===== config.mk =====
export PLATFORM = sky130hd
export DESIGN_NAME = mmio_bridge_flat
export DESIGN_NICKNAME = d
export VERILOG_FILES = /design/src/rtl/mmio_pkg.sv /design/src/rtl/mmio_bridge_if.sv /design/src/rtl/mmio_tx_fifo.sv /design/src/rtl/mmio_bridge.sv /design/src/flat_wrapper.sv
export SDC_FILE = /design/constraint.sdc
export NUM_CORES = 1
export LEC_CHECK = 0
export ABC_AREA = 1
export BUFFER_PORTS_ARGS = -buffer_cell sky130_fd_sc_hd__buf_4
export CORE_UTILIZATION = 59
export CTS_CLUSTER_SIZE = 40
export DETAILED_ROUTE_END_ITERATION = 6
export HOLD_SLACK_MARGIN = 0.05
export MAX_ROUTING_LAYER = met4
export PLACE_DENSITY = 0.91
export SYNTH_ARGS = -nofsm -noshare
export SYNTH_HDL_FRONTEND = slang
export SYNTH_SLANG_ARGS = --single-unit
export TNS_END_PERCENT = 50

===== constraint.sdc =====
create_clock -name clk_in -period 3.7 [get_ports clk_in]
set_input_delay 0.185 -clock clk_in [delete_from_list [all_inputs] [get_ports clk_in]]
set_output_delay 0.185 -clock clk_in [all_outputs]
set_load 0.05 [all_outputs]

===== src/rtl/mmio_pkg.sv =====
// Shared constants and types for the CPU memory-mapped IO bridge.
//   IO_SEL    : mem_a[17:16] pattern selecting the IO window
//   UART_OFS  : UART data register offset (0x30000)
//   CNT_OFS   : cycle-counter snapshot base offset (0x30004..0x30007)
//   rd_sel_e  : registered read-mux select for the one-cycle load return
package mmio_pkg;

  localparam int unsigned ADDR_W = 32;
  localparam int unsigned DATA_W = 8;
  localparam int unsigned CNT_W  = 32;

  localparam logic [1:0] IO_SEL   = 2'b11;
  localparam logic [2:0] UART_OFS = 3'h0;
  localparam logic [2:0] CNT_OFS  = 3'h4;

  typedef enum logic [2:0] {
    SEL_RAM,
    SEL_IO,
    SEL_CNT0,
    SEL_CNT1,
    SEL_CNT2,
    SEL_CNT3
  } rd_sel_e;

endpackage


===== src/rtl/mmio_bridge_if.sv =====
// CPU memory port as seen by the bridge.
//   mem_a / mem_dout / mem_wr : CPU byte request (master -> slave)
//   mem_din                   : load data, valid one cycle after the request
//   io_buffer_full            : TX back-pressure towards the CPU
interface mmio_bridge_if;
  import mmio_pkg::*;

  logic [ADDR_W-1:0] mem_a;
  logic [DATA_W-1:0] mem_dout;
  logic              mem_wr;
  logic [DATA_W-1:0] mem_din;
  logic              io_buffer_full;

  modport master (
    output mem_a, mem_dout, mem_wr,
    input  mem_din, io_buffer_full
  );

  modport slave (
    input  mem_a, mem_dout, mem_wr,
    output mem_din, io_buffer_full
  );
endinterface


===== src/rtl/mmio_tx_fifo.sv =====
// UART transmit FIFO with sticky overflow and registered near-full flag.
//   push/push_data : enqueue request (dropped when full unless a pop frees a slot)
//   tx_ready       : UART accepts the head this cycle
//   tx_data/valid  : head entry / non-empty
//   near_full      : registered (count_next >= DEPTH-MARGIN)
//   overflow       : sticky, set when a push is dropped
module mmio_tx_fifo #(
  parameter int unsigned DEPTH  = 16,
  parameter int unsigned MARGIN = 2
) (
  input  logic       clk_in,
  input  logic       rst_in,
  input  logic       push,
  input  logic [7:0] push_data,
  input  logic       tx_ready,
  output logic [7:0] tx_data,
  output logic       tx_valid,
  output logic       near_full,
  output logic       overflow
);

  localparam int unsigned PTR_W = $clog2(DEPTH);
  localparam int unsigned CNT_W = PTR_W + 1;

  logic [7:0]       mem_q [DEPTH];
  logic [PTR_W-1:0] rd_ptr_q;
  logic [PTR_W-1:0] wr_ptr_q;
  logic [CNT_W-1:0] count_q;

  logic             pop_c;
  logic             full_c;
  logic             push_ok_c;
  logic [CNT_W-1:0] count_next_c;

  // A pop in the same cycle frees the slot a full-FIFO push needs.
  always_comb begin
    pop_c        = (count_q != '0) && tx_ready;
    full_c       = (count_q == CNT_W'(DEPTH));
    push_ok_c    = push && (!full_c || pop_c);
    count_next_c = count_q + CNT_W'(push_ok_c) - CNT_W'(pop_c);
  end

  assign tx_valid = (count_q != '0);
  assign tx_data  = mem_q[rd_ptr_q];

  // Storage needs no reset; validity is tracked by count_q.
  always_ff @(posedge clk_in) begin
    if (push_ok_c) mem_q[wr_ptr_q] <= push_data;
  end

  // Pointers wrap naturally because DEPTH is a power of two.
  always_ff @(posedge clk_in or negedge rst_in) begin
    if (!rst_in) begin
      rd_ptr_q  <= '0;
      wr_ptr_q  <= '0;
      count_q   <= '0;
      near_full <= 1'b0;
      overflow  <= 1'b0;
    end else begin
      if (pop_c)     rd_ptr_q <= rd_ptr_q + PTR_W'(1);
      if (push_ok_c) wr_ptr_q <= wr_ptr_q + PTR_W'(1);
      count_q   <= count_next_c;
      near_full <= (count_next_c >= CNT_W'(DEPTH - MARGIN));
      if (push && !push_ok_c) overflow <= 1'b1;
    end
  end

endmodule


===== src/rtl/mmio_bridge.sv =====
// Decodes CPU byte accesses into block RAM, UART and system-control targets.
//   clk_in, rst_in (async active-low), rdy_in (low = no side effects)
//   cpu            : CPU memory port (mem_a/mem_dout/mem_wr in, mem_din/io_buffer_full out)
//   ram_*          : synchronous block RAM port (1-cycle read latency)
//   rx_*           : UART receive head and consume pulse
//   tx_*           : UART transmit FIFO head / handshake
//   program_done   : sticky stop flag, tx_overflow : sticky dropped-push flag
module mmio_bridge
  import mmio_pkg::*;
#(
  parameter int unsigned TX_DEPTH    = 16,
  parameter int unsigned FULL_MARGIN = 2,
  parameter int unsigned RAM_AW      = 17
) (
  input  logic              clk_in,
  input  logic              rst_in,
  input  logic              rdy_in,
  mmio_bridge_if.slave      cpu,
  output logic [RAM_AW-1:0] ram_a,
  output logic              ram_we,
  output logic [7:0]        ram_wdata,
  input  logic [7:0]        ram_rdata,
  input  logic [7:0]        rx_data,
  input  logic              rx_valid,
  output logic              rx_pop,
  output logic [7:0]        tx_data,
  output logic              tx_valid,
  input  logic              tx_ready,
  output logic              program_done,
  output logic              tx_overflow
);

  logic       is_io_c;
  logic       io_hit_c;
  logic       uart_c;
  logic       cnt_c;
  logic       cnt_base_c;
  logic       rd_c;
  logic       wr_act_c;
  logic [2:0] ofs_c;

  logic       push_c;
  logic [7:0] push_data_c;
  logic       snap_en_c;
  logic       done_set_c;
  rd_sel_e    sel_d;
  logic [7:0] io_byte_d;

  rd_sel_e          sel_q;
  logic [7:0]       io_byte_q;
  logic [CNT_W-1:0] cyc_q;
  logic [CNT_W-1:0] snap_q;
  logic             near_full;

  // Only mem_a[17:0] participates in decode.
  logic unused_addr_bits;
  assign unused_addr_bits = ^cpu.mem_a[ADDR_W-1:18];

  // Target decode; IO registers live at 0x30000 and 0x30004..0x30007.
  always_comb begin
    ofs_c      = cpu.mem_a[2:0];
    is_io_c    = (cpu.mem_a[17:16] == IO_SEL);
    io_hit_c   = is_io_c && (cpu.mem_a[15:3] == 13'h0);
    uart_c     = io_hit_c && (ofs_c == UART_OFS);
    cnt_c      = io_hit_c && ((ofs_c & CNT_OFS) == CNT_OFS);
    cnt_base_c = cnt_c && (ofs_c == CNT_OFS);
    rd_c       = !cpu.mem_wr;
    wr_act_c   = cpu.mem_wr && rdy_in;
  end

  // RAM strobe is gated by reset so nothing is written while held in reset.
  assign ram_a     = cpu.mem_a[RAM_AW-1:0];
  assign ram_wdata = cpu.mem_dout;
  assign ram_we    = wr_act_c && !is_io_c && rst_in;
  assign rx_pop    = rd_c && rdy_in && uart_c && rx_valid && rst_in;

  // Side effects of IO accesses: TX pushes, stop flag, counter snapshot.
  always_comb begin
    push_c      = wr_act_c && ((uart_c && (cpu.mem_dout != 8'h00)) || cnt_base_c);
    push_data_c = uart_c ? cpu.mem_dout : 8'h00;
    done_set_c  = wr_act_c && cnt_base_c;
    snap_en_c   = rd_c && rdy_in && cnt_base_c;
  end

  // Next read-mux select and captured IO byte for the one-cycle load return.
  always_comb begin
    sel_d     = SEL_IO;
    io_byte_d = 8'h00;
    if (!is_io_c) begin
      sel_d = SEL_RAM;
    end else if (cnt_c) begin
      case (ofs_c[1:0])
        2'd0:    sel_d = SEL_CNT0;
        2'd1:    sel_d = SEL_CNT1;
        2'd2:    sel_d = SEL_CNT2;
        default: sel_d = SEL_CNT3;
      endcase
    end
    if (rd_c && uart_c && rx_valid) io_byte_d = rx_data;
  end

  // Reset parks the mux on the IO byte so mem_din reads zero.
  always_ff @(posedge clk_in or negedge rst_in) begin
    if (!rst_in) begin
      sel_q        <= SEL_IO;
      io_byte_q    <= 8'h00;
      cyc_q        <= '0;
      snap_q       <= '0;
      program_done <= 1'b0;
    end else begin
      sel_q     <= sel_d;
      io_byte_q <= io_byte_d;
      cyc_q     <= cyc_q + CNT_W'(1);
      if (snap_en_c)  snap_q       <= cyc_q;
      if (done_set_c) program_done <= 1'b1;
    end
  end

  // Load data mux; RAM data arrives from the RAM's own output register.
  always_comb begin
    cpu.mem_din = 8'h00;
    case (sel_q)
      SEL_RAM:  cpu.mem_din = ram_rdata;
      SEL_IO:   cpu.mem_din = io_byte_q;
      SEL_CNT0: cpu.mem_din = snap_q[7:0];
      SEL_CNT1: cpu.mem_din = snap_q[15:8];
      SEL_CNT2: cpu.mem_din = snap_q[23:16];
      SEL_CNT3: cpu.mem_din = snap_q[31:24];
      default:  cpu.mem_din = 8'h00;
    endcase
  end

  assign cpu.io_buffer_full = near_full;

  mmio_tx_fifo #(
    .DEPTH  (TX_DEPTH),
    .MARGIN (FULL_MARGIN)
  ) u_tx_fifo (
    .clk_in    (clk_in),
    .rst_in    (rst_in),
    .push      (push_c),
    .push_data (push_data_c),
    .tx_ready  (tx_ready),
    .tx_data   (tx_data),
    .tx_valid  (tx_valid),
    .near_full (near_full),
    .overflow  (tx_overflow)
  );

endmodule


===== src/flat_wrapper.sv =====
// flat-port wrapper written by rule: the top's interface ports become plain ports
module mmio_bridge_flat import mmio_pkg::*;
#(
  parameter int unsigned TX_DEPTH    = 16,
  parameter int unsigned FULL_MARGIN = 2,
  parameter int unsigned RAM_AW      = 17
)
  (clk_in, rst_in, rdy_in, ram_a, ram_we, ram_wdata, ram_rdata, rx_data, rx_valid, rx_pop, tx_data, tx_valid, tx_ready, program_done, tx_overflow, cpu_mem_a, cpu_mem_dout, cpu_mem_wr, cpu_mem_din, cpu_io_buffer_full);
  mmio_bridge_if cpu_i ();
  input  logic clk_in;
  input  logic rst_in;
  input  logic rdy_in;
  output logic [RAM_AW-1:0] ram_a;
  output logic ram_we;
  output logic [7:0] ram_wdata;
  input  logic [7:0] ram_rdata;
  input  logic [7:0] rx_data;
  input  logic rx_valid;
  output logic rx_pop;
  output logic [7:0] tx_data;
  output logic tx_valid;
  input  logic tx_ready;
  output logic program_done;
  output logic tx_overflow;
  input wire logic [$bits(cpu_i.mem_a)-1:0] cpu_mem_a;
  input wire logic [$bits(cpu_i.mem_dout)-1:0] cpu_mem_dout;
  input wire logic [$bits(cpu_i.mem_wr)-1:0] cpu_mem_wr;
  output wire logic [$bits(cpu_i.mem_din)-1:0] cpu_mem_din;
  output wire logic [$bits(cpu_i.io_buffer_full)-1:0] cpu_io_buffer_full;
  assign cpu_i.mem_a = cpu_mem_a;
  assign cpu_i.mem_dout = cpu_mem_dout;
  assign cpu_i.mem_wr = cpu_mem_wr;
  assign cpu_mem_din = cpu_i.mem_din;
  assign cpu_io_buffer_full = cpu_i.io_buffer_full;
  mmio_bridge #(.TX_DEPTH(TX_DEPTH), .FULL_MARGIN(FULL_MARGIN), .RAM_AW(RAM_AW)) u_core (.clk_in(clk_in), .rst_in(rst_in), .rdy_in(rdy_in), .cpu(cpu_i), .ram_a(ram_a), .ram_we(ram_we), .ram_wdata(ram_wdata), .ram_rdata(ram_rdata), .rx_data(rx_data), .rx_valid(rx_valid), .rx_pop(rx_pop), .tx_data(tx_data), .tx_valid(tx_valid), .tx_ready(tx_ready), .program_done(program_done), .tx_overflow(tx_overflow));
endmodule

==> Word level (Yosys, flattened, before mapping) <==
Memories as Yosys holds them, arrays and structs flattened.
Cells that the tools add are included.
{ "totals": {"ramBits": 128, "input_bits": 62, "n_memories": 1, "regBits": 91, "latch_bits": 0, "rom_bits": 0, "elab_cells": 67, "out_inout_bits": 47} }
{ "mem_list": {"columns": ["name", "depth", "width", "read_ports", "rd_clocked_by_memory_dff", "write_ports", "line_no", "rtl"], "rows": [
  ["u_core.u_tx_fifo.mem_q", 16, 8, 1, 0, 1, "mmio_tx_fifo.sv:25", "logic [7:0] mem_q [DEPTH];"]
]} }
{ "classes": {"n_div": 0, "shift": 0, "n_lt_le_gt_ge": 1, "bitwise_logic": 0, "n_addsub": 5, "muxes": 8, "eq_ne": 10, "reduce_logical": 32, "mul": 0} }
{ "ops": {"columns": ["cell", "n"], "rows": [
  ["$pmux W8 S6", 1],
  ["$add A32 B1 Y32 const B", 1],
  ["$logic_and A1 B1 Y1", 20],
  ["$mux W8", 2],
  ["$logic_not A13 Y1", 1],
  ["$eq A3 B3 Y1 const B", 3],
  ["$pmux W3 S3", 1],
  ["$add A4 B1 Y4 const B", 2],
  ["$reduce_bool A8 Y1", 1],
  ["$eq A3 B2 Y1 const B", 2],
  ["$logic_not A3 Y1", 2],
  ["$mux W3", 2],
  ["$add A5 B1 Y5", 1],
  ["$eq A5 B5 Y1 const B", 1],
  ["$ge A5 B4 Y1 const B", 1],
  ["$reduce_bool A5 Y1", 1],
  ["$sub A5 B1 Y5", 1],
  ["$eq A2 B2 Y1 const B", 2],
  ["$logic_not A1 Y1", 4],
  ["$eq A3 B1 Y1 const B", 1],
  ["$eq A2 B1 Y1 const B", 1],
  ["$logic_not A2 Y1", 1],
  ["$logic_or A1 B1 Y1", 2],
  ["$mux W1", 2]
]} }

==> Depth between registers and ports, before layout <==
Gate-level depths: netlist of the first run.
{ "logic_depth": {"depth_word": 10, "depth_mapped": 18, "ltp_nobuf": 18} }

==> Cells and area by module <==
Synthesis of the first run repeated with hierarchy kept, for this count alone.
{ "unflattened": {"cells_unflattened": 1184, "hier_area_um2": 10597.7} }
{ "modules_own_cells": {"columns": ["module", "seq_area_each_um2", "area_per_inst_um2", "cells_per_inst", "n_inst"], "rows": [
  ["mmio_tx_fifo", 4219.0, 6337.3, 633, 1],
  ["mmio_bridge", 1903.1, 4260.3, 551, 1]
]} }

==> Worst setup path after synthesis of the first run <==
No wires, ideal clock.
{ "synth_path": {"kind": "flip-flop to flip-flop", "from": "register u_core.u_tx_fifo.count_q[3]", "to": "register u_core.u_tx_fifo.near_full", "path_stages_with_launch": 17, "synth_period_minus_slack_ps": 2937, "setup_time_ps": 122, "t_arrival_ps": 2815, "n_path_buf": 0, "t_required_ps": 3578, "slack_ps": 763, "cell_sequence": "dfrtp_1 > inv_1 > ha_1 > nand2_1 > nor2_1 > nand2_1 > nand2_1 > inv_1 > ha_1 > inv_1 > ha_1 > fa_1 > nand2_1 > a21oi_1 > or2_2 > xor2_1 > nand2_1"} }
{ "synth_via": {"elab_chain_len": 7, "elab_cells_between_ends": 9, "cone_classes": "add/sub: 2; order compare: 1; eq/ne: 1; reduce/logical: 5"} }
{ "synth_lines": {"columns": ["item", "line_no", "rtl"], "rows": [
  ["from (decl)", "mmio_tx_fifo.sv:28", "logic [CNT_W-1:0] count_q;"],
  ["from (signal assigned)", "mmio_tx_fifo.sv:62", "count_q <= count_next_c;"],
  ["$reduce_bool A5 Y1 (*)", null, null],
  ["named net tx_valid", "flat_wrapper.sv:21", "output logic tx_valid;"],
  ["$logic_and A1 B1 Y1 (*)", "mmio_tx_fifo.sv:37", "pop_c = (count_q != '0) && tx_ready;"],
  ["named net u_core.u_tx_fifo.pop_c", "mmio_tx_fifo.sv:30", "logic pop_c;"],
  ["$logic_or A1 B1 Y1", "mmio_tx_fifo.sv:39", "push_ok_c = push && (!full_c || pop_c);"],
  ["$logic_and A1 B1 Y1", "mmio_tx_fifo.sv:39", null],
  ["$add A5 B1 Y5", "mmio_tx_fifo.sv:40", "count_next_c = count_q + CNT_W'(push_ok_c) - CNT_W'(pop_c);"],
  ["$sub A5 B1 Y5 (*)", "mmio_tx_fifo.sv:40", null],
  ["$ge A5 B4 Y1 (*)", "mmio_tx_fifo.sv:63", "near_full <= (count_next_c >= CNT_W'(DEPTH - MARGIN));"],
  ["to (signal assigned)", "mmio_tx_fifo.sv:63", null],
  ["to (decl)", "mmio_tx_fifo.sv:18", "output logic near_full,"]
]} }
Mark *: on every way through the listed nets, which the timed path passes. The rest lies on a longest branch.
A chain may end at the register's enable or synchronous reset.

==> Worst setup path after layout of the first run <==
{ "layout_path": {"from": "input cpu_mem_a[0]", "to": "register u_core.u_tx_fifo.near_full"} }
{ "layout_via": {"elab_chain_len": 9, "elab_cells_between_ends": 11, "cone_classes": "add/sub: 2; order compare: 1; eq/ne: 1; reduce/logical: 7"} }
{ "layout_lines": {"columns": ["item", "line_no", "rtl"], "rows": [
  ["from (decl)", "flat_wrapper.sv:25", "input wire logic [$bits(cpu_i.mem_a)-1:0] cpu_mem_a;"],
  ["$logic_not A3 Y1", "mmio_bridge.sv:64", "uart_c = io_hit_c && (ofs_c == UART_OFS);"],
  ["$logic_and A1 B1 Y1", "mmio_bridge.sv:64", null],
  ["$logic_and A1 B1 Y1", "mmio_bridge.sv:79", "push_c = wr_act_c && ((uart_c && (cpu.mem_dout != 8'h00)) || cnt_base_c);"],
  ["$logic_or A1 B1 Y1 (*)", "mmio_bridge.sv:79", null],
  ["$logic_and A1 B1 Y1 (*)", "mmio_bridge.sv:79", null],
  ["$logic_and A1 B1 Y1 (*)", "mmio_tx_fifo.sv:39", null],
  ["$add A5 B1 Y5 (*)", "mmio_tx_fifo.sv:40", null],
  ["$sub A5 B1 Y5 (*)", "mmio_tx_fifo.sv:40", null],
  ["$ge A5 B4 Y1 (*)", "mmio_tx_fifo.sv:63", null]
]} }
Every way passes the cells marked *; elsewhere a longest branch is shown, timed or not.

==> impl_results.html, run 1 <==
<table>
<tr><th>Metric</th><th>Value</th></tr>
<tr><th colspan="2">Outcome</th></tr>
<tr><td>Result of the run</td><td>finished clean</td></tr>
<tr><th colspan="2">Logic synthesis</th></tr>
<tr><td>Syn_nets</td><td>999</td></tr>
<tr><td>Post-synthesis compound-gate area fraction</td><td>8.880%</td></tr>
<tr><td>Portion of synthesized cell area occupied by the leading cell type</td><td>39.25%</td></tr>
<tr><td>Netlist Area Pre-Place</td><td>9793 sq um</td></tr>
<tr><td>Synthesis warning total</td><td>0</td></tr>
<tr><td>Synthesized-area fraction occupied by and/or/nand/nor cells</td><td>15.92%</td></tr>
<tr><td>Predominant post-synthesis flop cell</td><td>sky130_fd_sc_hd__edfxtp_1</td></tr>
<tr><td>Adder-cell share of the synthesized area</td><td>1.738%</td></tr>
<tr><td>Share of the synthesized netlist area taken by xor and xnor gates</td><td>3.309%</td></tr>
<tr><td>Main combinational cell family by area after synthesis</td><td>simple AND/OR/NAND/NOR gates</td></tr>
<tr><td>Top cell types by occurrence after synthesis</td><td>sky130_fd_sc_hd__nor2_1 (145), sky130_fd_sc_hd__edfxtp_1 (128), sky130_fd_sc_hd__nand2_1 (127)</td></tr>
<tr><td>Number of enable-type register cells in the synthesized netlist</td><td>128</td></tr>
<tr><td>Synth Instances</td><td>924</td></tr>
<tr><td>Multiplexer fraction of the synthesized cell area</td><td>1.022%</td></tr>
<tr><td>Sequential area share after synthesis</td><td>62.51%</td></tr>
<tr><td>Largest cells by area after synthesis</td><td>sky130_fd_sc_hd__edfxtp_1 (39%), sky130_fd_sc_hd__dfrtp_1 (23%), sky130_fd_sc_hd__nor2_1 (5.6%)</td></tr>
<tr><td>Synthesized flop and latch total</td><td>219</td></tr>
<tr><td>Average cell area after synthesis</td><td>10.60 sq um</td></tr>
<tr><td>Most frequently used cell type in the post-synthesis netlist</td><td>sky130_fd_sc_hd__nor2_1</td></tr>
<tr><td>Yosys cell types</td><td>35</td></tr>
<tr><td>Async set or reset register ratio after synthesis</td><td>41.55%</td></tr>
<tr><td>Biggest area consumer among synthesized cells</td><td>sky130_fd_sc_hd__edfxtp_1</td></tr>
<tr><th colspan="2">Timing</th></tr>
<tr><td>Setup Total Neg Slack</td><td>0 ns</td></tr>
<tr><td>Post-route minimum period</td><td>3.077 ns</td></tr>
<tr><td>Final clock skew</td><td>0.007844 ns</td></tr>
<tr><td>Share of the clock period used by the worst path after layout</td><td>83.17%</td></tr>
<tr><td>Setup repair after global routing missed its margin</td><td>no</td></tr>
<tr><td>Slew of the pin with the lowest slew margin</td><td>1.258 ns</td></tr>
<tr><td>Final hold slack</td><td>0.1304 ns</td></tr>
<tr><td>Number of pins exceeding their max-slew limit in the final report</td><td>0</td></tr>
<tr><td>Slew headroom</td><td>15.82%</td></tr>
<tr><td>Final number of setup-violating endpoints</td><td>0</td></tr>
<tr><td>Number of hold violations in the final report</td><td>0</td></tr>
<tr><td>Post-layout worst setup margin</td><td>0.6227 ns</td></tr>
<tr><td>F_max</td><td>325.0 MHz</td></tr>
<tr><th colspan="2">Run</th></tr>
<tr><td>Max-capacitance violation count</td><td>0</td></tr>
<tr><th colspan="2">Drt</th></tr>
<tr><td>First-iteration detailed-routing DRC count</td><td>698</td></tr>
<tr><td>Routed len/inst</td><td>18.43 microns</td></tr>
<tr><td>Post-route ant nets</td><td>0</td></tr>
<tr><td>DR DRC count</td><td>0</td></tr>
<tr><td>Via count</td><td>7156</td></tr>
<tr><td>Average vias per placed instance</td><td>5.776</td></tr>
<tr><td>Final WL</td><td>22840 microns</td></tr>
<tr><td>Number of detailed-routing iterations run before antenna repair</td><td>5</td></tr>
<tr><th colspan="2">Power</th></tr>
<tr><td>Proportion of power drawn by combinational gates</td><td>28.8%</td></tr>
<tr><td>Reg power frac</td><td>39.9%</td></tr>
<tr><td>Power Dens Cells</td><td>598.1 nW/um^2</td></tr>
<tr><td>Int Pwr</td><td>4.471 mW</td></tr>
<tr><td>Net Sw Frac</td><td>33.97%</td></tr>
<tr><td>Clk pwr share</td><td>31.3%</td></tr>
<tr><td>Post-route total power</td><td>6.771 mW</td></tr>
<tr><td>Leakage power</td><td>4.543 nW</td></tr>
<tr><td>VDD IR-drop max</td><td>0.6504 mV</td></tr>
<tr><td>Switching power summed over all nets</td><td>2.300 mW</td></tr>
<tr><th colspan="2">Hold path</th></tr>
<tr><td>Hold crit path type</td><td>primary input to flip-flop</td></tr>
<tr><td>Hold path startpoint</td><td>cpu_mem_a[2]</td></tr>
<tr><td>Worst Hold Path EP</td><td>u_core.sel_q[2]</td></tr>
<tr><td>Hold path depth</td><td>5</td></tr>
<tr><th colspan="2">Global routing</th></tr>
<tr><td>Global routing usage on met1</td><td>33.98%</td></tr>
<tr><td>Global-route wire length before repair</td><td>35600 microns</td></tr>
<tr><td>GR met2 Demand/Resource</td><td>48.80%</td></tr>
<tr><td>Global-route met3 utilization</td><td>3.583%</td></tr>
<tr><td>Grt peak-use layer</td><td>met2</td></tr>
<tr><td>Antenna violations before repair</td><td>0</td></tr>
<tr><td>Total global routing overflow</td><td>0</td></tr>
<tr><td>Number of global-route vias before repair</td><td>7007</td></tr>
<tr><td>Maximum number of pins on one net before global-route repair</td><td>67</td></tr>
<tr><td>Total GRT Usage</td><td>28.62%</td></tr>
<tr><th colspan="2">Floorplanning</th></tr>
<tr><td>Initial core utilization</td><td>60.99%</td></tr>
<tr><td>Vert. Die Dim</td><td>130.8 microns</td></tr>
<tr><td>Die X</td><td>130.8 microns</td></tr>
<tr><td>Core footprint</td><td>16060 sq um</td></tr>
<tr><td>I/O pins</td><td>109</td></tr>
<tr><td>Number of rows created at floorplan</td><td>46</td></tr>
<tr><td>Die ar.</td><td>17120 sq um</td></tr>
<tr><th colspan="2">Layout</th></tr>
<tr><td>Finished Core Util</td><td>70.51%</td></tr>
<tr><td>Area of all placed cells without fillers</td><td>11320 sq um</td></tr>
<tr><td>Number of diodes</td><td>0</td></tr>
<tr><td>Fill cell instance count of the final layout</td><td>1024</td></tr>
<tr><td>Nets</td><td>1082</td></tr>
<tr><td>Share of cells above drive strength 1</td><td>15.25%</td></tr>
<tr><td>Number of standard cells in the layout, taps in and fillers out</td><td>1239</td></tr>
<tr><td>Layout-stage area growth over the synthesis result</td><td>15.61%</td></tr>
<tr><th colspan="2">Setup path</th></tr>
<tr><td>Register-to-register path setup slack</td><td>0.67 ns</td></tr>
<tr><td>Endpoint class of the critical path</td><td>flip-flop</td></tr>
<tr><td>Required arrival time at the worst endpoint</td><td>4.08 ns</td></tr>
<tr><td>Critical Setup Path Class</td><td>primary input to flip-flop</td></tr>
<tr><td>Maximum net fanout on the critical path</td><td>10</td></tr>
<tr><td>Most common cell on crit path</td><td>sky130_fd_sc_hd__nand2_1</td></tr>
<tr><td>Endpoint of the worst-slack reg-to-reg timing path</td><td>u_core.u_tx_fifo.near_full</td></tr>
<tr><td>Master of the slowest instance on the critical path</td><td>sky130_fd_sc_hd__dlygate4sd3_1</td></tr>
<tr><td>Startpoint of the worst register-to-register path</td><td>u_core.u_tx_fifo.count_q[3]</td></tr>
<tr><td>Worst-path cell chain</td><td>dlygate4sd3_1 &gt; buf_4 &gt; nor2_1 &gt; nand2_1 &gt; nor2_1 &gt; nand2_1 &gt; nand2_4 &gt; nand2_1 &gt; ha_1 &gt; inv_1 &gt; ha_1 &gt; fa_1 &gt; nand2_1 &gt; a21oi_1 &gt; or2_2 &gt; xor2_1 &gt; nand2_1</td></tr>
<tr><td>Critical path arrival</td><td>3.46 ns</td></tr>
<tr><td>Number of cell instances on the worst register-to-register path</td><td>15</td></tr>
<tr><td>Startpoint type of the worst setup path</td><td>primary input</td></tr>
<tr><td>Delay of the slowest critical-path stage</td><td>0.55 ns</td></tr>
<tr><th colspan="2">CTS</th></tr>
<tr><td>Clock-pin transition on the worst setup and hold timing paths</td><td>0.06 ns</td></tr>
<tr><td>Clock root buffer master</td><td>sky130_fd_sc_hd__clkbuf_16</td></tr>
<tr><td>Maximum number of buffers from clock root to sink</td><td>3</td></tr>
<tr><td>Clock buffers created by TritonCTS</td><td>22</td></tr>
<tr><td>Post-CTS setup-driven buffer insertion count</td><td>0</td></tr>
<tr><td>Number of H-tree branching levels</td><td>1</td></tr>
<tr><td>Clock tree from TritonCTS</td><td>yes</td></tr>
<tr><td>Worst-skew pair later-pin latency</td><td>0.49 ns</td></tr>
<tr><td>Sink Count</td><td>219</td></tr>
<tr><th colspan="2">Place</th></tr>
<tr><td>Routability Congestion</td><td>0.9412</td></tr>
<tr><td>DP Area</td><td>10500 sq um</td></tr>
<tr><td>Final HPWL from detailed placement</td><td>14420 microns</td></tr>
<tr><td>Count of port buffers added during placement</td><td>94</td></tr>
<tr><td>Instance count after placement with tap cells included</td><td>1186</td></tr>
<tr><td>Post-placement worst setup slack</td><td>0.6907 ns</td></tr>
</table>
power by group through the flow:
stage	combinational (mW)	sequential, mW	clock, mW
floorplan	1.40	2.73	0
global placement	1.84	2.75	0
detailed placement	1.91	2.75	0
CTS	1.94	2.70	2.13
global route	2.12	2.71	2.23
finish	1.95	2.70	2.12
cells by family after synthesis:
| group | after synthesis |
|---|---|
| XOR/XNOR | 37 |
| flip-flops | 219 |
| buffers and inverters | 142 |
| multiplexers | 10 |
| adder cells (fa/ha/maj) | 13 |
| AND/OR/NAND/NOR | 357 |
| AO/OA/AOI/OAI | 146 |
metal layers:
layer | vias to the layer above | part of all wire [%] | wire, microns
li1 | 3272 | - | -
met1 | 3430 | 38 | 8626
met2 | 373 | 51 | 11630
met3 | 81 | 7.0 | 1605
met4 | 0 | 4.3 | 977
met5 | - | 0 | 0
state kept, by name, indices dropped and copies added, names as in the netlist, 3 cells and up:
signal and flops:
u_core.u_tx_fifo.wr_ptr_q 4, u_core.io_byte_q 8, u_core.u_tx_fifo.rd_ptr_q 4, u_core.u_tx_fifo.mem_q 128, u_core.sel_q 3, u_core.u_tx_fifo.count_q 5, u_core.cyc_q 32, u_core.snap_q 32
layout make-up:
cell class | instances | area, sq um | area share, %
well taps | 216 | 270.3 | 2.387
flip-flops and latches | 219 | 6123 | 54.08
repair buffers | 113 | 880.8 | 7.780
inverters | 88 | 330.3 | 2.917
clock inverters | 10 | 72.57 | 0.6410
multi-input cells | 563 | 3023 | 26.70
clock buffers | 30 | 621.8 | 5.492
repair_timing:
item                                   4_1_cts  5_1_grt
endpoints found under the hold margin       48        0
gates resized for setup                      0        0
hold buffers                                13        0
layout by cell type (no fill, tap or decap), types with 7 or more instances in the layout:
cell,Yosys,final
sky130_fd_sc_hd__nor2_1,145,145
sky130_fd_sc_hd__edfxtp_1,128,128
sky130_fd_sc_hd__nand2_1,127,127
sky130_fd_sc_hd__buf_4,25,100
sky130_fd_sc_hd__dfrtp_1,90,89
sky130_fd_sc_hd__inv_1,85,85
sky130_fd_sc_hd__o21ai_0,60,60
sky130_fd_sc_hd__xor2_1,37,37
sky130_fd_sc_hd__nand3_1,33,33
sky130_fd_sc_hd__o21ai_1,32,32
sky130_fd_sc_hd__clkbuf_16,0,23
sky130_fd_sc_hd__o211ai_1,22,22
sky130_fd_sc_hd__nor3_1,20,20
sky130_fd_sc_hd__dlygate4sd3_1,0,13
sky130_fd_sc_hd__ha_1,12,12
sky130_fd_sc_hd__mux2i_1,10,10
sky130_fd_sc_hd__o221ai_1,10,10
sky130_fd_sc_hd__nand4_1,9,9
sky130_fd_sc_hd__nand3_2,9,9
sky130_fd_sc_hd__a21oi_1,7,7
sky130_fd_sc_hd__a22oi_1,7,7
worst max-delay path: cells and delay by family:
family | cells | cell delay [ns]
and+or+nand+nor | 9 | 1.40
xor gates and xnor gates | 1 | 0.16
buffers and inverters | 3 | 0.74
adders and majority gates | 3 | 0.90
AOI/OAI and AO/OA | 1 | 0.06
how the worst max path moves through the flow:
stage	start	end	slack [ns]
global placement	u_core.u_tx_fifo.count_q[3]	u_core.u_tx_fifo.near_full	0.78
floorplan	u_core.u_tx_fifo.count_q[3]	u_core.u_tx_fifo.near_full	0.76
detailed placement	u_core.u_tx_fifo.count_q[3]	u_core.u_tx_fifo.near_full	0.69
CTS	u_core.u_tx_fifo.count_q[3]	u_core.u_tx_fifo.near_full	0.66
global route	cpu_mem_a[0]	u_core.u_tx_fifo.near_full	0.41
finish	cpu_mem_a[0]	u_core.u_tx_fifo.near_full	0.62
No activity file was read; power rests on OpenSTA's default activity.
==> run 2: changes to the inputs <==
==> constraint.sdc (replaced) <==
create_clock -name clk_in -period 3 [get_ports clk_in]
set_input_delay 0.15 -clock clk_in [delete_from_list [all_inputs] [get_ports clk_in]]
set_output_delay 0.15 -clock clk_in [all_outputs]
set_load 0.05 [all_outputs]
==> impl_results.html, run 2 (synthesized netlist as in run 1, its figures left out) <==
<table>
<tr><th>Metric</th><th>Value</th></tr>
<tr><th colspan="2">Global routing</th></tr>
<tr><td>Number of global-route vias before repair</td><td>7344</td></tr>
<tr><td>Total GRT Usage</td><td>29.11%</td></tr>
<tr><td>Total global routing overflow</td><td>0</td></tr>
<tr><td>Global-route wire length before repair</td><td>36560 microns</td></tr>
<tr><td>Maximum number of pins on one net before global-route repair</td><td>67</td></tr>
<tr><td>Antenna violations before repair</td><td>0</td></tr>
<tr><th colspan="2">Layout</th></tr>
<tr><td>Register with the highest flop count</td><td>u_core.u_tx_fifo.mem_q</td></tr>
<tr><td>Nets</td><td>1110</td></tr>
<tr><td>Finished Core Util</td><td>72.00%</td></tr>
<tr><td>Layout-stage area growth over the synthesis result</td><td>18.07%</td></tr>
<tr><td>Largest registers ranked by flip-flop count</td><td>u_core.u_tx_fifo.mem_q x128, u_core.cyc_q x32, u_core.snap_q x32</td></tr>
<tr><td>Share of cells above drive strength 1</td><td>17.89%</td></tr>
<tr><td>Number of diodes</td><td>0</td></tr>
<tr><td>Most common library cell in the layout ignoring fill and taps</td><td>sky130_fd_sc_hd__nor2_1</td></tr>
<tr><td>Area of all placed cells without fillers</td><td>11560 sq um</td></tr>
<tr><td>Max FFs per register</td><td>128</td></tr>
<tr><td>Commonest non-fill, non-tap cells in the layout</td><td>sky130_fd_sc_hd__nor2_1 (144), sky130_fd_sc_hd__edfxtp_1 (128), sky130_fd_sc_hd__nand2_1 (127), sky130_fd_sc_hd__buf_4 (127), sky130_fd_sc_hd__dfrtp_1 (89)</td></tr>
<tr><th colspan="2">Floorplanning</th></tr>
<tr><td>Die ar.</td><td>17120 sq um</td></tr>
<tr><td>I/O pins</td><td>109</td></tr>
<tr><td>Number of rows created at floorplan</td><td>46</td></tr>
<tr><td>Vert. Die Dim</td><td>130.8 microns</td></tr>
<tr><td>Initial core utilization</td><td>60.99%</td></tr>
<tr><td>Die X</td><td>130.8 microns</td></tr>
<tr><td>Core footprint</td><td>16060 sq um</td></tr>
<tr><th colspan="2">CTS</th></tr>
<tr><td>Maximum number of buffers from clock root to sink</td><td>3</td></tr>
<tr><td>Post-CTS setup-driven buffer insertion count</td><td>0</td></tr>
<tr><td>Clock-pin transition on the worst setup and hold timing paths</td><td>0.06 ns</td></tr>
<tr><td>Clock buffers created by TritonCTS</td><td>22</td></tr>
<tr><td>Worst-skew pair later-pin latency</td><td>0.50 ns</td></tr>
<tr><td>Sink Count</td><td>219</td></tr>
<tr><td>Number of H-tree branching levels</td><td>1</td></tr>
<tr><td>Clock tree from TritonCTS</td><td>yes</td></tr>
<tr><td>Clock root buffer master</td><td>sky130_fd_sc_hd__clkbuf_16</td></tr>
<tr><th colspan="2">Place</th></tr>
<tr><td>Count of port buffers added during placement</td><td>94</td></tr>
<tr><td>DP Area</td><td>10700 sq um</td></tr>
<tr><td>Post-placement worst setup slack</td><td>0.1360 ns</td></tr>
<tr><td>Final HPWL from detailed placement</td><td>15100 microns</td></tr>
<tr><td>Routability Congestion</td><td>0.9132</td></tr>
<tr><th colspan="2">Setup path</th></tr>
<tr><td>Maximum net fanout on the critical path</td><td>4</td></tr>
<tr><td>Startpoint of the worst register-to-register path</td><td>u_core.u_tx_fifo.count_q[3]</td></tr>
<tr><td>Critical Setup Path Class</td><td>flip-flop to flip-flop</td></tr>
<tr><td>Buffers and inverters on the worst path</td><td>3</td></tr>
<tr><td>Required arrival time at the worst endpoint</td><td>3.38 ns</td></tr>
<tr><td>Master of the slowest instance on the critical path</td><td>sky130_fd_sc_hd__fa_1</td></tr>
<tr><td>Number of cell instances on the worst register-to-register path</td><td>16</td></tr>
<tr><td>Delay of the slowest critical-path stage</td><td>0.42 ns</td></tr>
<tr><td>Critical path's top delay family</td><td>adder cells</td></tr>
<tr><td>Register-to-register path setup slack</td><td>0.18 ns</td></tr>
<tr><td>Endpoint of the worst-slack reg-to-reg timing path</td><td>u_core.u_tx_fifo.near_full</td></tr>
<tr><td>Most common cell on crit path</td><td>sky130_fd_sc_hd__nand2_1</td></tr>
<tr><td>Endpoint class of the critical path</td><td>flip-flop</td></tr>
<tr><td>Startpoint type of the worst setup path</td><td>flip-flop</td></tr>
<tr><td>Worst-path cell chain</td><td>inv_1 &gt; ha_1 &gt; nand2_1 &gt; nor2_1 &gt; nand2_1 &gt; nand2_1 &gt; inv_1 &gt; ha_1 &gt; inv_1 &gt; ha_1 &gt; fa_1 &gt; nand2_1 &gt; a21oi_1 &gt; or2_2 &gt; xor2_2 &gt; nand2_1</td></tr>
<tr><td>Critical path arrival</td><td>3.21 ns</td></tr>
<tr><th colspan="2">Timing</th></tr>
<tr><td>Post-route minimum period</td><td>2.825 ns</td></tr>
<tr><td>Number of pins exceeding their max-slew limit in the final report</td><td>0</td></tr>
<tr><td>Slew of the pin with the lowest slew margin</td><td>1.079 ns</td></tr>
<tr><td>Number of hold violations in the final report</td><td>0</td></tr>
<tr><td>Share of the clock period used by the worst path after layout</td><td>94.16%</td></tr>
<tr><td>Final number of setup-violating endpoints</td><td>0</td></tr>
<tr><td>F_max</td><td>354.0 MHz</td></tr>
<tr><td>Final clock skew</td><td>0.01094 ns</td></tr>
<tr><td>Post-layout worst setup margin</td><td>0.1751 ns</td></tr>
<tr><td>Slew headroom</td><td>27.81%</td></tr>
<tr><th colspan="2">Power</th></tr>
<tr><td>VDD IR-drop max</td><td>0.5762 mV</td></tr>
<tr><td>Leakage power</td><td>4.748 nW</td></tr>
<tr><td>Post-route total power</td><td>8.476 mW</td></tr>
<tr><td>Power Dens Cells</td><td>733.1 nW/um^2</td></tr>
<tr><th colspan="2">Drt</th></tr>
<tr><td>Average vias per placed instance</td><td>5.771</td></tr>
<tr><td>DR DRC count</td><td>0</td></tr>
<tr><td>Number of detailed-routing iterations run before antenna repair</td><td>5</td></tr>
<tr><td>Routed len/inst</td><td>18.34 microns</td></tr>
<tr><td>Post-route ant nets</td><td>0</td></tr>
<tr><td>First-iteration detailed-routing DRC count</td><td>809</td></tr>
<tr><td>Via count</td><td>7312</td></tr>
<tr><td>Final WL</td><td>23230 microns</td></tr>
<tr><th colspan="2">Hold path</th></tr>
<tr><td>Worst Hold Path EP</td><td>u_core.sel_q[1]</td></tr>
<tr><td>Hold path depth</td><td>5</td></tr>
<tr><td>Hold path startpoint</td><td>cpu_mem_a[2]</td></tr>
<tr><td>Hold crit path type</td><td>primary input to flip-flop</td></tr>
<tr><th colspan="2">Run</th></tr>
<tr><td>Max-capacitance violation count</td><td>0</td></tr>
<tr><th colspan="2">Outcome</th></tr>
<tr><td>Result of the run</td><td>finished clean</td></tr>
</table>
## run 2: cell types whose count changed in the layout (fill, tap and decap cells not counted)
cell,delta
sky130_fd_sc_hd__clkinv_2,-1
sky130_fd_sc_hd__bufinv_16,-1
sky130_fd_sc_hd__clkinv_1,-3
sky130_fd_sc_hd__clkinv_4,+1
sky130_fd_sc_hd__xor2_2,+1
sky130_fd_sc_hd__dlygate4sd3_1,+1
sky130_fd_sc_hd__buf_4,+27
sky130_fd_sc_hd__xor2_1,-1
sky130_fd_sc_hd__nor2_2,+1
sky130_fd_sc_hd__clkbuf_8,+4
sky130_fd_sc_hd__nor2_1,-1
## run 2: worst max path at each step
stage                                           start                         end  cells past startpoint
after CTS                                cpu_mem_a[1]  u_core.u_tx_fifo.near_full                     17
after global placement                   cpu_mem_a[4]  u_core.u_tx_fifo.near_full                     18
after floorplan           u_core.u_tx_fifo.count_q[3]  u_core.u_tx_fifo.near_full                     16
final                     u_core.u_tx_fifo.count_q[3]  u_core.u_tx_fifo.near_full                     16
after global routing      u_core.u_tx_fifo.count_q[3]  u_core.u_tx_fifo.near_full                     16
after detailed placement                 cpu_mem_a[4]  u_core.u_tx_fifo.near_full                     18
## run 2: layout make-up
cell class / count / area [sq um]
Clock inverter: 6 / 35.03
Timing Repair Buffer: 141 / 1094
Inverter: 88 / 330.3
Fill cell: 996 / 4496
Multi-Input combinational cell: 563 / 3033
Sequential cell: 219 / 6123
Clock buffer: 34 / 676.9
Tap cell: 216 / 270.3
## run 2: timing repair
item | in CTS | in global routing
hold endpoints to repair | 52 | 0
endpoints found under the setup margin | 0 | 2
hold buffers | 14 | 0
resized for setup | 0 | 2
## run 2: layer usage
| layer | GRT usage [%] | wire length [microns] |
|---|---|---|
| met1 | 34.28 | 8650 |
| met2 | 50.08 | 12030 |
| met3 | 4.357 | 1717 |
| met4 | 12.17 | 830 |
| met5 | - | 0 |
## run 2: report_power, final
| group | internal [mW] | switching (mW) | leakage, nW |
|---|---|---|---|
| Clock | 1.55 | 1.11 | 0.350 |
| Sequential | 3.25 | 0.0687 | 2.29 |
| Combinational | 0.762 | 1.73 | 2.11 |
| Total | 5.56 | 2.91 | 4.75 |
## run 2: metrics by stage
step / cells / TNS [ns] / hold slack [ns]
6_report: 1267 / 0 / 0.08029
5_1_grt: 1267 / -0.004156 / 0.09529
4_1_cts: 1267 / 0 / 0.06294
3_5_place_dp: 1213 / 0 / 0.1444
3_3_place_gp: 1213 / 0 / 0.1461
2_1_floorplan: 924 / 0 / -0.1456
## run 2: worst register-to-register path, stage by stage (launching register included)
cell	delay [ns]
sky130_fd_sc_hd__dfrtp_1	0.38
sky130_fd_sc_hd__inv_1	0.09
sky130_fd_sc_hd__ha_1	0.15
sky130_fd_sc_hd__nand2_1	0.08
sky130_fd_sc_hd__nor2_1	0.09
sky130_fd_sc_hd__nand2_1	0.08
sky130_fd_sc_hd__nand2_1	0.12
sky130_fd_sc_hd__inv_1	0.11
sky130_fd_sc_hd__ha_1	0.29
sky130_fd_sc_hd__inv_1	0.04
sky130_fd_sc_hd__ha_1	0.20
sky130_fd_sc_hd__fa_1	0.42
sky130_fd_sc_hd__nand2_1	0.09
sky130_fd_sc_hd__a21oi_1	0.06
sky130_fd_sc_hd__or2_2	0.30
sky130_fd_sc_hd__xor2_2	0.15
sky130_fd_sc_hd__nand2_1	0.07
==> run 3: changes to the inputs <==
==> constraint.sdc (replaced) <==
create_clock -name clk_in -period 3.13 [get_ports clk_in]
set_input_delay 0.1565 -clock clk_in [delete_from_list [all_inputs] [get_ports clk_in]]
set_output_delay 0.1565 -clock clk_in [all_outputs]
set_load 0.05 [all_outputs]
==> impl_results.html, run 3 (synthesized netlist as in run 1, its figures left out) <==
<table>
<tr><th>Metric</th><th>Value</th></tr>
<tr><th colspan="2">Timing</th></tr>
<tr><td>Final number of setup-violating endpoints</td><td>0</td></tr>
<tr><td>F_max</td><td>352.5 MHz</td></tr>
<tr><td>Share of the clock period used by the worst path after layout</td><td>90.64%</td></tr>
<tr><td>Slew headroom</td><td>31.78%</td></tr>
<tr><td>Setup Total Neg Slack</td><td>0 ns</td></tr>
<tr><td>Number of pins exceeding their max-slew limit in the final report</td><td>0</td></tr>
<tr><td>Number of hold violations in the final report</td><td>0</td></tr>
<tr><td>Setup repair after global routing missed its margin</td><td>no</td></tr>
<tr><td>Final clock skew</td><td>0.01542 ns</td></tr>
<tr><td>Slew of the pin with the lowest slew margin</td><td>1.020 ns</td></tr>
<tr><td>Post-route minimum period</td><td>2.837 ns</td></tr>
<tr><th colspan="2">Floorplanning</th></tr>
<tr><td>Initial core utilization</td><td>60.99%</td></tr>
<tr><td>Die X</td><td>130.8 microns</td></tr>
<tr><td>Vert. Die Dim</td><td>130.8 microns</td></tr>
<tr><td>I/O pins</td><td>109</td></tr>
<tr><td>Number of rows created at floorplan</td><td>46</td></tr>
<tr><td>Core footprint</td><td>16060 sq um</td></tr>
<tr><td>Die ar.</td><td>17120 sq um</td></tr>
<tr><th colspan="2">Power</th></tr>
<tr><td>Net Sw Frac</td><td>33.45%</td></tr>
<tr><td>Post-route total power</td><td>8.253 mW</td></tr>
<tr><td>Reg power frac</td><td>38.6%</td></tr>
<tr><td>Power Dens Cells</td><td>716.5 nW/um^2</td></tr>
<tr><td>Switching power summed over all nets</td><td>2.760 mW</td></tr>
<tr><td>Int Pwr</td><td>5.492 mW</td></tr>
<tr><td>Clk pwr share</td><td>32.9%</td></tr>
<tr><td>Proportion of power drawn by combinational gates</td><td>28.6%</td></tr>
<tr><td>VDD IR-drop max</td><td>0.5510 mV</td></tr>
<tr><td>Leakage power</td><td>4.708 nW</td></tr>
<tr><th colspan="2">Hold path</th></tr>
<tr><td>Hold path startpoint</td><td>cpu_mem_a[2]</td></tr>
<tr><td>Hold path depth</td><td>5</td></tr>
<tr><td>Worst Hold Path EP</td><td>u_core.sel_q[2]</td></tr>
<tr><td>Hold crit path type</td><td>primary input to flip-flop</td></tr>
<tr><th colspan="2">Drt</th></tr>
<tr><td>Post-route ant nets</td><td>0</td></tr>
<tr><td>Routed len/inst</td><td>18.57 microns</td></tr>
<tr><td>Top Layer Used</td><td>met4</td></tr>
<tr><td>Met2 Routed Length</td><td>11990 microns</td></tr>
<tr><td>Metal1 wirelength</td><td>8551 microns</td></tr>
<tr><td>Average vias per placed instance</td><td>5.801</td></tr>
<tr><td>DR DRC count</td><td>0</td></tr>
<tr><td>Final WL</td><td>23300 microns</td></tr>
<tr><td>First-iteration detailed-routing DRC count</td><td>717</td></tr>
<tr><td>Number of detailed-routing iterations run before antenna repair</td><td>5</td></tr>
<tr><td>Met3 routed WL</td><td>1752 microns</td></tr>
<tr><td>Via count</td><td>7280</td></tr>
<tr><th colspan="2">Setup path</th></tr>
<tr><td>Delay of the slowest critical-path stage</td><td>0.55 ns</td></tr>
<tr><td>Maximum net fanout on the critical path</td><td>10</td></tr>
<tr><td>Startpoint type of the worst setup path</td><td>primary input</td></tr>
<tr><td>Critical Setup Path Class</td><td>primary input to flip-flop</td></tr>
<tr><td>Most common cell on crit path</td><td>sky130_fd_sc_hd__nand2_1</td></tr>
<tr><td>Endpoint class of the critical path</td><td>flip-flop</td></tr>
<tr><td>Endpoint of the worst-slack reg-to-reg timing path</td><td>u_core.u_tx_fifo.near_full</td></tr>
<tr><td>Worst-path cell chain</td><td>dlygate4sd3_1 &gt; buf_4 &gt; nor2_1 &gt; nand2_1 &gt; nor2_1 &gt; nand2_1 &gt; nand2_4 &gt; nand2_1 &gt; ha_1 &gt; inv_1 &gt; ha_1 &gt; fa_1 &gt; nand2_1 &gt; a21oi_1 &gt; or2_2 &gt; xor2_1 &gt; nand2_1</td></tr>
<tr><td>Critical path arrival</td><td>3.22 ns</td></tr>
<tr><td>Required arrival time at the worst endpoint</td><td>3.52 ns</td></tr>
<tr><td>Register-to-register path setup slack</td><td>0.31 ns</td></tr>
<tr><td>Critical path's top delay family</td><td>simple AND/OR/NAND/NOR gates</td></tr>
<tr><td>Startpoint of the worst register-to-register path</td><td>u_core.u_tx_fifo.count_q[2]</td></tr>
<tr><td>Number of cell instances on the worst register-to-register path</td><td>15</td></tr>
<tr><td>Buffers and inverters on the worst path</td><td>3</td></tr>
<tr><td>Master of the slowest instance on the critical path</td><td>sky130_fd_sc_hd__dlygate4sd3_1</td></tr>
<tr><th colspan="2">Layout</th></tr>
<tr><td>Layout-stage area growth over the synthesis result</td><td>17.62%</td></tr>
<tr><td>Number of diodes</td><td>0</td></tr>
<tr><td>Commonest non-fill, non-tap cells in the layout</td><td>sky130_fd_sc_hd__nor2_1 (145), sky130_fd_sc_hd__edfxtp_1 (128), sky130_fd_sc_hd__nand2_1 (127)</td></tr>
<tr><td>Most common library cell in the layout ignoring fill and taps</td><td>sky130_fd_sc_hd__nor2_1</td></tr>
<tr><td>Share of cells above drive strength 1</td><td>16.84%</td></tr>
<tr><td>Max FFs per register</td><td>128</td></tr>
<tr><td>Largest registers ranked by flip-flop count</td><td>u_core.u_tx_fifo.mem_q x128, u_core.cyc_q x32, u_core.snap_q x32</td></tr>
<tr><td>Register with the highest flop count</td><td>u_core.u_tx_fifo.mem_q</td></tr>
<tr><td>Nets</td><td>1098</td></tr>
<tr><th colspan="2">Outcome</th></tr>
<tr><td>Result of the run</td><td>finished clean</td></tr>
<tr><th colspan="2">CTS</th></tr>
<tr><td>Sink Count</td><td>219</td></tr>
<tr><td>Worst-skew pair later-pin latency</td><td>0.50 ns</td></tr>
<tr><td>Maximum number of buffers from clock root to sink</td><td>3</td></tr>
<tr><td>Clock buffers created by TritonCTS</td><td>22</td></tr>
<tr><td>Number of H-tree branching levels</td><td>1</td></tr>
<tr><td>Clock tree from TritonCTS</td><td>yes</td></tr>
<tr><td>Clock-pin transition on the worst setup and hold timing paths</td><td>0.06 ns</td></tr>
<tr><td>Clock root buffer master</td><td>sky130_fd_sc_hd__clkbuf_16</td></tr>
<tr><td>Post-CTS setup-driven buffer insertion count</td><td>0</td></tr>
<tr><th colspan="2">Place</th></tr>
<tr><td>Routability Congestion</td><td>0.9516</td></tr>
<tr><td>Count of port buffers added during placement</td><td>94</td></tr>
<tr><td>Final HPWL from detailed placement</td><td>14400 microns</td></tr>
<tr><th colspan="2">Run</th></tr>
<tr><td>Max-capacitance violation count</td><td>0</td></tr>
<tr><th colspan="2">Global routing</th></tr>
<tr><td>Total global routing overflow</td><td>0</td></tr>
<tr><td>Global-route wire length before repair</td><td>36490 microns</td></tr>
<tr><td>Total GRT Usage</td><td>29.25%</td></tr>
<tr><td>Number of global-route vias before repair</td><td>7305</td></tr>
<tr><td>Antenna violations before repair</td><td>0</td></tr>
<tr><td>Maximum number of pins on one net before global-route repair</td><td>68</td></tr>
</table>
==> run 3: changes by cell type in the layout (fill, tap and decap cells not counted), sizes merged <==
cell and delta:
clkinv -1, buf -11, bufinv +2, clkbuf -1, dlygate4sd3 -1
==> run 3: metal layers <==
metal	GRT usage, %	vias up
met5	-	-
met4	15.42	0
met3	4.520	89
met2	50.20	426
met1	33.14	3449
li1	-	3316
==> run 3: worst max-delay path by stage <==
stage / startpoint / endpoint / slack (ns) / cells past startpoint
2_1_floorplan: u_core.u_tx_fifo.count_q[3] / u_core.u_tx_fifo.near_full / 0.19 / 16
3_3_place_gp: cpu_mem_a[4] / u_core.u_tx_fifo.near_full / 0.27 / 18
3_5_place_dp: cpu_mem_a[4] / u_core.u_tx_fifo.near_full / 0.17 / 18
4_1_cts: u_core.u_tx_fifo.count_q[2] / u_core.u_tx_fifo.near_full / 0.31 / 15
5_1_grt: cpu_mem_a[1] / u_core.u_tx_fifo.near_full / 0.07 / 17
6_report: cpu_mem_a[1] / u_core.u_tx_fifo.near_full / 0.29 / 17
==> run 3: final cells by class <==
class                   count  area [sq um]
clock buffers              33         673.1
well taps                 216         270.3
repair buffers            129          1013
inverters                  88         330.3
fillers                   989          4539
clock inverters             7         85.08
multi-input cells         563          3023
flip-flops and latches    219          6123
==> run 3: per-stage QoR <==
| step | util [%] | instances | hold slack, ns | area (sq um) | setup slack (ns) |
|---|---|---|---|---|---|
| floorplan | - | 924 | -0.1391 | 9793 | 0.1931 |
| global placement | 66.20 | 1202 | 0.1339 | 10630 | 0.2712 |
| detailed placement | 66.20 | 1202 | 0.1351 | 10630 | 0.1707 |
| CTS | 71.73 | 1255 | 0.07440 | 11520 | 0.3082 |
| global route | 71.73 | 1255 | 0.1026 | 11520 | 0.07176 |
| finish | 71.73 | 1255 | 0.09285 | 11520 | 0.2929 |
==> run 3: tightest hold or removal path: cells and delay by family <==
| kind | cells | cell delay (ns) |
|---|---|---|
| and+or+nand+nor | 2 | 0.11 |
| buffers and inverters | 3 | 0.29 |
==> run 3: what timing repair did <==
| action | CTS | global route |
|---|---|---|
| hold buffers | 13 | 0 |
| gates resized for setup | 0 | 0 |
| endpoints found under the hold margin | 48 | 0 |
==> run 3: power groups by stage <==
stage / Clock, mW / Sequential [mW] / Combinational (mW)
5_1_grt: 2.85 / 3.19 / 2.59
4_1_cts: 2.73 / 3.18 / 2.36
3_3_place_gp: 0 / 3.24 / 2.23
2_1_floorplan: 0 / 3.23 / 1.67
6_report: 2.71 / 3.18 / 2.36
3_5_place_dp: 0 / 3.24 / 2.31
